**src/rtl/regfile_pkg.sv**
```systemverilog
// Register-file geometry shared with register_file, plus the writeback slot
// entry type and the grant-selection helper used by the write arbiter.
package regfile_pkg;
    localparam int XLEN      = 32;
    localparam int REG_NUM_W = 5;
    localparam int NUM_REGS  = 32;

    typedef struct packed {
        logic [REG_NUM_W-1:0] reg_num;
        logic [XLEN-1:0]      val;
    } wb_entry_t;

    typedef enum logic [1:0] {
        GNT_NONE = 2'd0,
        GNT_REQ0 = 2'd1,
        GNT_REQ1 = 2'd2
    } grant_e;

    // Same-register pairs drain oldest-first so the later value lands last;
    // otherwise alternate away from whoever was granted last.
    function automatic grant_e pick_grant(
        input logic full0,
        input logic full1,
        input logic same_reg,
        input logic younger0,
        input logic younger1,
        input logic last_req1
    );
        grant_e g;
        g = GNT_NONE;
        if (full0 && full1) begin
            if (same_reg) begin
                g = (younger0 && !younger1) ? GNT_REQ1 : GNT_REQ0;
            end else begin
                g = last_req1 ? GNT_REQ0 : GNT_REQ1;
            end
        end else if (full0) begin
            g = GNT_REQ0;
        end else if (full1) begin
            g = GNT_REQ1;
        end
        return g;
    endfunction
endpackage

```
**src/rtl/regfile_write_arbiter_wb_slot.sv**
```systemverilog
// One-entry writeback buffer; ready while empty or being granted, so a
// granted slot refills on the same edge. Register 0 is accepted and dropped.
module wb_slot
    import regfile_pkg::*;
(
    input  logic                 clk,
    input  logic                 rst,
    input  logic                 req_valid,
    input  logic [REG_NUM_W-1:0] req_reg_num,
    input  logic [XLEN-1:0]      req_val,
    output logic                 req_ready,
    input  logic                 grant,
    input  logic                 peer_hold,
    input  logic                 peer_grant,
    output logic                 full,
    output wb_entry_t            entry,
    output logic                 younger,
    input  logic [REG_NUM_W-1:0] query_a,
    input  logic [REG_NUM_W-1:0] query_b,
    output logic                 match_a,
    output logic                 match_b
);
    logic accept;

    assign req_ready = !full || grant;
    assign accept    = req_valid && req_ready;

    // younger marks an entry captured while the peer already held one that
    // survives the same edge; it clears once the peer drains.
    always_ff @(posedge clk or posedge rst) begin
        if (rst) begin
            full    <= 1'b0;
            entry   <= '0;
            younger <= 1'b0;
        end else if (accept) begin
            full          <= (req_reg_num != '0);
            entry.reg_num <= req_reg_num;
            entry.val     <= req_val;
            younger       <= peer_hold && (req_reg_num != '0);
        end else if (grant) begin
            full    <= 1'b0;
            younger <= 1'b0;
        end else if (peer_grant) begin
            younger <= 1'b0;
        end
    end

    assign match_a = full && (query_a != '0) && (entry.reg_num == query_a);
    assign match_b = full && (query_b != '0) && (entry.reg_num == query_b);
endmodule

```
**src/rtl/regfile_write_arbiter.sv**
```systemverilog
// Merges two writeback streams onto the single register-file write port; the
// write is registered one edge after the grant, and each requester stalls only while its slot is full and not granted.
module regfile_write_arbiter
    import regfile_pkg::*;
(
    input  logic                 clk,
    input  logic                 rst,
    input  logic                 i_req0_valid,
    input  logic [REG_NUM_W-1:0] i_req0_reg_num,
    input  logic [XLEN-1:0]      i_req0_val,
    output logic                 o_req0_ready,
    input  logic                 i_req1_valid,
    input  logic [REG_NUM_W-1:0] i_req1_reg_num,
    input  logic [XLEN-1:0]      i_req1_val,
    output logic                 o_req1_ready,
    output logic                 o_w_en,
    output logic [REG_NUM_W-1:0] o_w_reg_num,
    output logic [XLEN-1:0]      o_w_val,
    input  logic [REG_NUM_W-1:0] i_r_reg_num_1,
    input  logic [REG_NUM_W-1:0] i_r_reg_num_2,
    output logic                 o_busy_1,
    output logic                 o_busy_2
);
    logic      full0, full1;
    logic      younger0, younger1;
    wb_entry_t entry0, entry1;
    logic      match0_1, match0_2, match1_1, match1_2;
    logic      last_req1;
    grant_e    gnt;
    logic      grant0, grant1;
    logic      out_match_1, out_match_2;

    always_comb begin
        gnt = pick_grant(full0, full1, entry0.reg_num == entry1.reg_num,
                         younger0, younger1, last_req1);
    end

    assign grant0 = (gnt == GNT_REQ0);
    assign grant1 = (gnt == GNT_REQ1);

    wb_slot u_slot0 (
        .clk         (clk),
        .rst         (rst),
        .req_valid   (i_req0_valid),
        .req_reg_num (i_req0_reg_num),
        .req_val     (i_req0_val),
        .req_ready   (o_req0_ready),
        .grant       (grant0),
        .peer_hold   (full1 && !grant1),
        .peer_grant  (grant1),
        .full        (full0),
        .entry       (entry0),
        .younger     (younger0),
        .query_a     (i_r_reg_num_1),
        .query_b     (i_r_reg_num_2),
        .match_a     (match0_1),
        .match_b     (match0_2)
    );

    wb_slot u_slot1 (
        .clk         (clk),
        .rst         (rst),
        .req_valid   (i_req1_valid),
        .req_reg_num (i_req1_reg_num),
        .req_val     (i_req1_val),
        .req_ready   (o_req1_ready),
        .grant       (grant1),
        .peer_hold   (full0 && !grant0),
        .peer_grant  (grant0),
        .full        (full1),
        .entry       (entry1),
        .younger     (younger1),
        .query_a     (i_r_reg_num_1),
        .query_b     (i_r_reg_num_2),
        .match_a     (match1_1),
        .match_b     (match1_2)
    );

    // Reset leaves the pointer as if req1 went last, so req0 wins first.
    always_ff @(posedge clk or posedge rst) begin
        if (rst) begin
            o_w_en      <= 1'b0;
            o_w_reg_num <= '0;
            o_w_val     <= '0;
            last_req1   <= 1'b1;
        end else begin
            o_w_en <= grant0 || grant1;
            if (grant0) begin
                o_w_reg_num <= entry0.reg_num;
                o_w_val     <= entry0.val;
                last_req1   <= 1'b0;
            end else if (grant1) begin
                o_w_reg_num <= entry1.reg_num;
                o_w_val     <= entry1.val;
                last_req1   <= 1'b1;
            end
        end
    end

    assign out_match_1 = o_w_en && (i_r_reg_num_1 != '0) && (o_w_reg_num == i_r_reg_num_1);
    assign out_match_2 = o_w_en && (i_r_reg_num_2 != '0) && (o_w_reg_num == i_r_reg_num_2);

    assign o_busy_1 = match0_1 || match1_1 || out_match_1;
    assign o_busy_2 = match0_2 || match1_2 || out_match_2;
endmodule

```
**config.mk**
```make
export PLATFORM = sky130hd
export DESIGN_NAME = regfile_write_arbiter
export DESIGN_NICKNAME = d
export VERILOG_FILES = /design/src/rtl/regfile_pkg.sv /design/src/rtl/regfile_write_arbiter_wb_slot.sv /design/src/rtl/regfile_write_arbiter.sv
export SDC_FILE = /design/constraint.sdc
export NUM_CORES = 1
export LEC_CHECK = 0
export BUFFER_PORTS_ARGS = -buffer_cell sky130_fd_sc_hd__buf_2
export CAP_MARGIN = 20
export CORE_AREA = 4 4 131 133
export CTS_CLUSTER_DIAMETER = 80
export DETAILED_ROUTE_END_ITERATION = 7
export DIE_AREA = 0 0 135 137
export HOLD_SLACK_MARGIN = 0.06
export PLACE_DENSITY = 0.56
export SLEW_MARGIN = 40
export SYNTH_ARGS = -nofsm -noshare
export SYNTH_HDL_FRONTEND = slang
export SYNTH_HIERARCHICAL = 1
export SYNTH_SLANG_ARGS = --single-unit
```
**constraint.sdc**
```tcl
create_clock -name clk -period 7.4 [get_ports clk]
set_clock_uncertainty 0.2 [all_clocks]
set_input_delay 0.74 -clock clk [delete_from_list [all_inputs] [get_ports clk]]
set_output_delay 0.74 -clock clk [all_outputs]
set_load 0.05 [all_outputs]
```
==> implementation parameters <==
Parameter                              Value

Finish
  Final-stage net count ... 657
  Most frequent cells in the layout ... 129 x sky130_fd_sc_hd__buf_2, 116 x sky130_fd_sc_hd__dfrtp_1, 50 x sky130_fd_sc_hd__nand2_1
  Seq. cell area ... 0.002929 mm^2
  Area taken by multi-input logic gates ... 0.002441 mm^2
  Share of cells above drive strength 1 ... 42.63%
  Most common cell after layout, fill and taps aside ... sky130_fd_sc_hd__buf_2
  Count of filler cells inserted in the layout ... 1521
  Area grow syn2layout ... 24.52%

Clock tree
  Clock tree buffer depth ... 2
  Clock buffer count from CTS ... 17
  PostCTS Resize Cnt ... 0
  Clock latency on the worst-skew pair ... 0.40 ns
  CTS H-tree lvls ... 4
  Clock root buffer ... sky130_fd_sc_hd__clkbuf_16
  TritonCTS clock tree ... yes
  Clock sink count ... around 120
  Worst-path clk slew ... 0.05 ns
  Post-CTS Hold Buffers ... 0
  Post CTS Setup Buffer Count ... 0

Floorplanning
  Effective utilization at floorplan ... a little over a third
  Height of the die ... 137 um
  Core outline area ... around 0.016 mm^2
  Row Count ... 46
  Width of the die ... 135 um
  Die area ... between 0.015 and 0.02 mm^2
  IO Pins ... 130

Synth
  Number of warnings printed during yosys synthesis ... 6
  Post-synthesis sequential area ratio ... 53.16%
  Multiplexer area fraction after synthesis ... roughly a quarter
  Net Count, Synth ... about 530
  Average footprint of a synthesized cell ... 12.70 um^2
  Adder-cell share of the synthesized area ... 0.6812%
  Library cell with the largest summed area after synthesis ... sky130_fd_sc_hd__dfrtp_1
  Combinational family with the most area after synthesis ... multiplexers
  Share of the synthesized area in the top cell type ... a little over half
  Count of different cell masters after synthesis ... 36
  Share of synthesized cell area in and, or, nand and nor gates ... 7.902%
  Post-synthesis sequential element count ... 117
  Main synth FF type ... sky130_fd_sc_hd__dfrtp_1
  Top cells by area in the synthesized netlist ... sky130_fd_sc_hd__dfrtp_1 53%, sky130_fd_sc_hd__mux2_4 10%, sky130_fd_sc_hd__mux2_2 7.4%
  Cell Area, Synth ... roughly 0.0055 mm^2
  Share of the synthesized netlist area taken by xor and xnor gates ... 4.609%
  Post-synth EDFFs ... 0
  Async S/R FF share, synth ... 100.0%
  Post-Syn Instances ... 434
  Synthesized-area fraction occupied by ao, oa, aoi and oai cells ... 6.222%

Timing
  Transition time at the pin with the least slew margin ... approximately 0.76 ns
  Achievable frequency ... between 200 and 250 MHz
  Final max-slew violation count ... 0
  Accumulated negative setup slack ... 0 ns
  Total count of hold-check failures in the final report ... 0
  Fraction of the cycle the final worst path needs ... between 50% and 60%
  Relative slew slack ... 49.48%
  Unrepaired setup endpoints after global routing ... no
  Number of endpoints failing setup at the final stage ... 0
  Final critical path time including I/O delays and setup ... 4.191 ns
  Worst hold margin ... 0.2375 ns

Drt
  Total wire length ... between 10 and 15 mm
  Drt pass-1 iters ... 6
  Antenna-violating nets left ... 0
  Per-cell routed wire length ... 17.81 um
  Routed vias/inst ... between 4 and 5
  Drt drc ... 0
  Drt first-iter violations ... 265
  DR vias ... ~3900

Run
  Number of max-capacitance violations reported ... 0

Run status
  Outcome ... completed

Global routing
  Initial antenna violation count ... 0
  Vias in the first global route ... ~4200
  Maximum number of pins on one net before global-route repair ... 60
  First-pass GRT wire length ... around 23 mm
  Total congestion overflow ... 0
  Global-route total usage across every layer ... approximately 16%

Worst setup path
  Worst endpoint required time ... 6.46 ns
  Type of the worst setup path ... reg -> out
  Crit path DAT ... 3.25 ns
  Critical-path maximum fanout ... 41
  Startpoint type of the worst setup path ... flop
  Kind of end point of the critical path ... output pin

Placement
  HPWL Detailed ... 9.585 mm
  Weighted congestion at the end of routability-driven global placement ... 0.8702
  Count of port buffers added during placement ... 129

Min path
  Type of the tightest min-delay check ... in -> async
[synth_stat cells (4+ instances only)]
master	n
sky130_fd_sc_hd__or4_1	4
sky130_fd_sc_hd__xnor2_1	18
sky130_fd_sc_hd__inv_1	4
sky130_fd_sc_hd__clkbuf_1	8
sky130_fd_sc_hd__mux2i_1	39
sky130_fd_sc_hd__mux2_2	36
sky130_fd_sc_hd__o21ai_0	46
sky130_fd_sc_hd__nand3_1	4
sky130_fd_sc_hd__o31ai_1	4
sky130_fd_sc_hd__nand2_1	50
sky130_fd_sc_hd__xor2_1	11
sky130_fd_sc_hd__nor2_1	8
sky130_fd_sc_hd__buf_6	6
sky130_fd_sc_hd__buf_2	5
sky130_fd_sc_hd__dfrtp_1	116
sky130_fd_sc_hd__mux2_4	38
[stage by stage]
| stage | instances | instance area (um^2) | worst slack [ns] | utilization (%) |
|---|---|---|---|---|
| global route | 793 | 6859 | 2.993 | 43.34 |
| global placement | 763 | 6331 | 3.431 | 40.00 |
| detailed placement | 763 | 6339 | 3.350 | 40.05 |
| CTS | 793 | 6859 | 3.160 | 43.34 |
| finish | 794 | 6862 | 3.209 | 43.35 |
| floorplan | 434 | 5510 | 4.302 | - |
[state kept, by name, summed over array words and instances (netlist names)]
register	count
o_w_val	32
u_slot1/full	1
u_slot1/younger	1
u_slot0/entry	37
u_slot0/younger	1
u_slot1/entry	37
last_req1	1
u_slot0/full	1
o_w_en	1
o_w_reg_num	5
[cells by family (layout without fill, tap and decap cells)]
logic type | count (synthesis) | in the layout
AOI/OAI and AO/OA | 60 | 60
xor gates and xnor gates | 29 | 29
adders and majority gates | 3 | 3
buffers and inverters | 24 | 167
DFF | 117 | 117
muxes | 113 | 113
other | 0 | 1
and+or+nand+nor | 88 | 88
[final timing paths]
kind                                     endpoint               from  slack (ns)  cells past startpoint
worst max-delay path                 o_req0_ready  u_slot1/entry[32]        3.21                      7
worst min-delay path             u_slot0/entry[8]                rst        0.24                      2
worst max register to register   u_slot0/entry[0]  u_slot1/entry[32]        3.40                      9
worst min register to register        o_w_val[28]        o_w_val[28]        0.28                      2
max in group asynchronous       u_slot1/entry[25]                rst        6.33                      2
min in group clk                      o_w_val[28]        o_w_val[28]        0.28                      2
[critical path, stage by stage, from the launching register on]
cell	delay, ns
sky130_fd_sc_hd__dfrtp_1	0.44
sky130_fd_sc_hd__xor2_1	0.21
sky130_fd_sc_hd__or4bb_1	0.55
sky130_fd_sc_hd__o2111ai_1	0.27
sky130_fd_sc_hd__ha_2	0.22
sky130_fd_sc_hd__buf_4	0.61
sky130_fd_sc_hd__nand2b_4	0.28
sky130_fd_sc_hd__buf_2	0.27
[cell type report]
| type | count | share of cell area (%) |
|---|---|---|
| diodes | 1 | 0.03647 |
| clock buffers | 25 | 7.221 |
| clock inverters | 5 | 0.3647 |
| inverters | 4 | 0.3282 |
| multi-input cells | 293 | 35.58 |
| flip-flops and latches | 117 | 42.69 |
| well taps | 216 | 3.939 |
| repair buffers | 133 | 9.847 |
[routing by layer]
metal | part of all wire, % | vias up | track usage [%] | wire length, um
met2 | 49 | 145 | 25.71 | 6892
met4 | 1.4 | 0 | 5.935 | 201
met1 | 44 | 1911 | 20.54 | 6186
met5 | 0 | - | 0 | 0
met3 | 6.1 | 20 | 4.779 | 860
li1 | - | 1794 | - | -
Power is not shown: default switching activity piles up to over one toggle a cycle in this logic, so the estimate is an artifact.
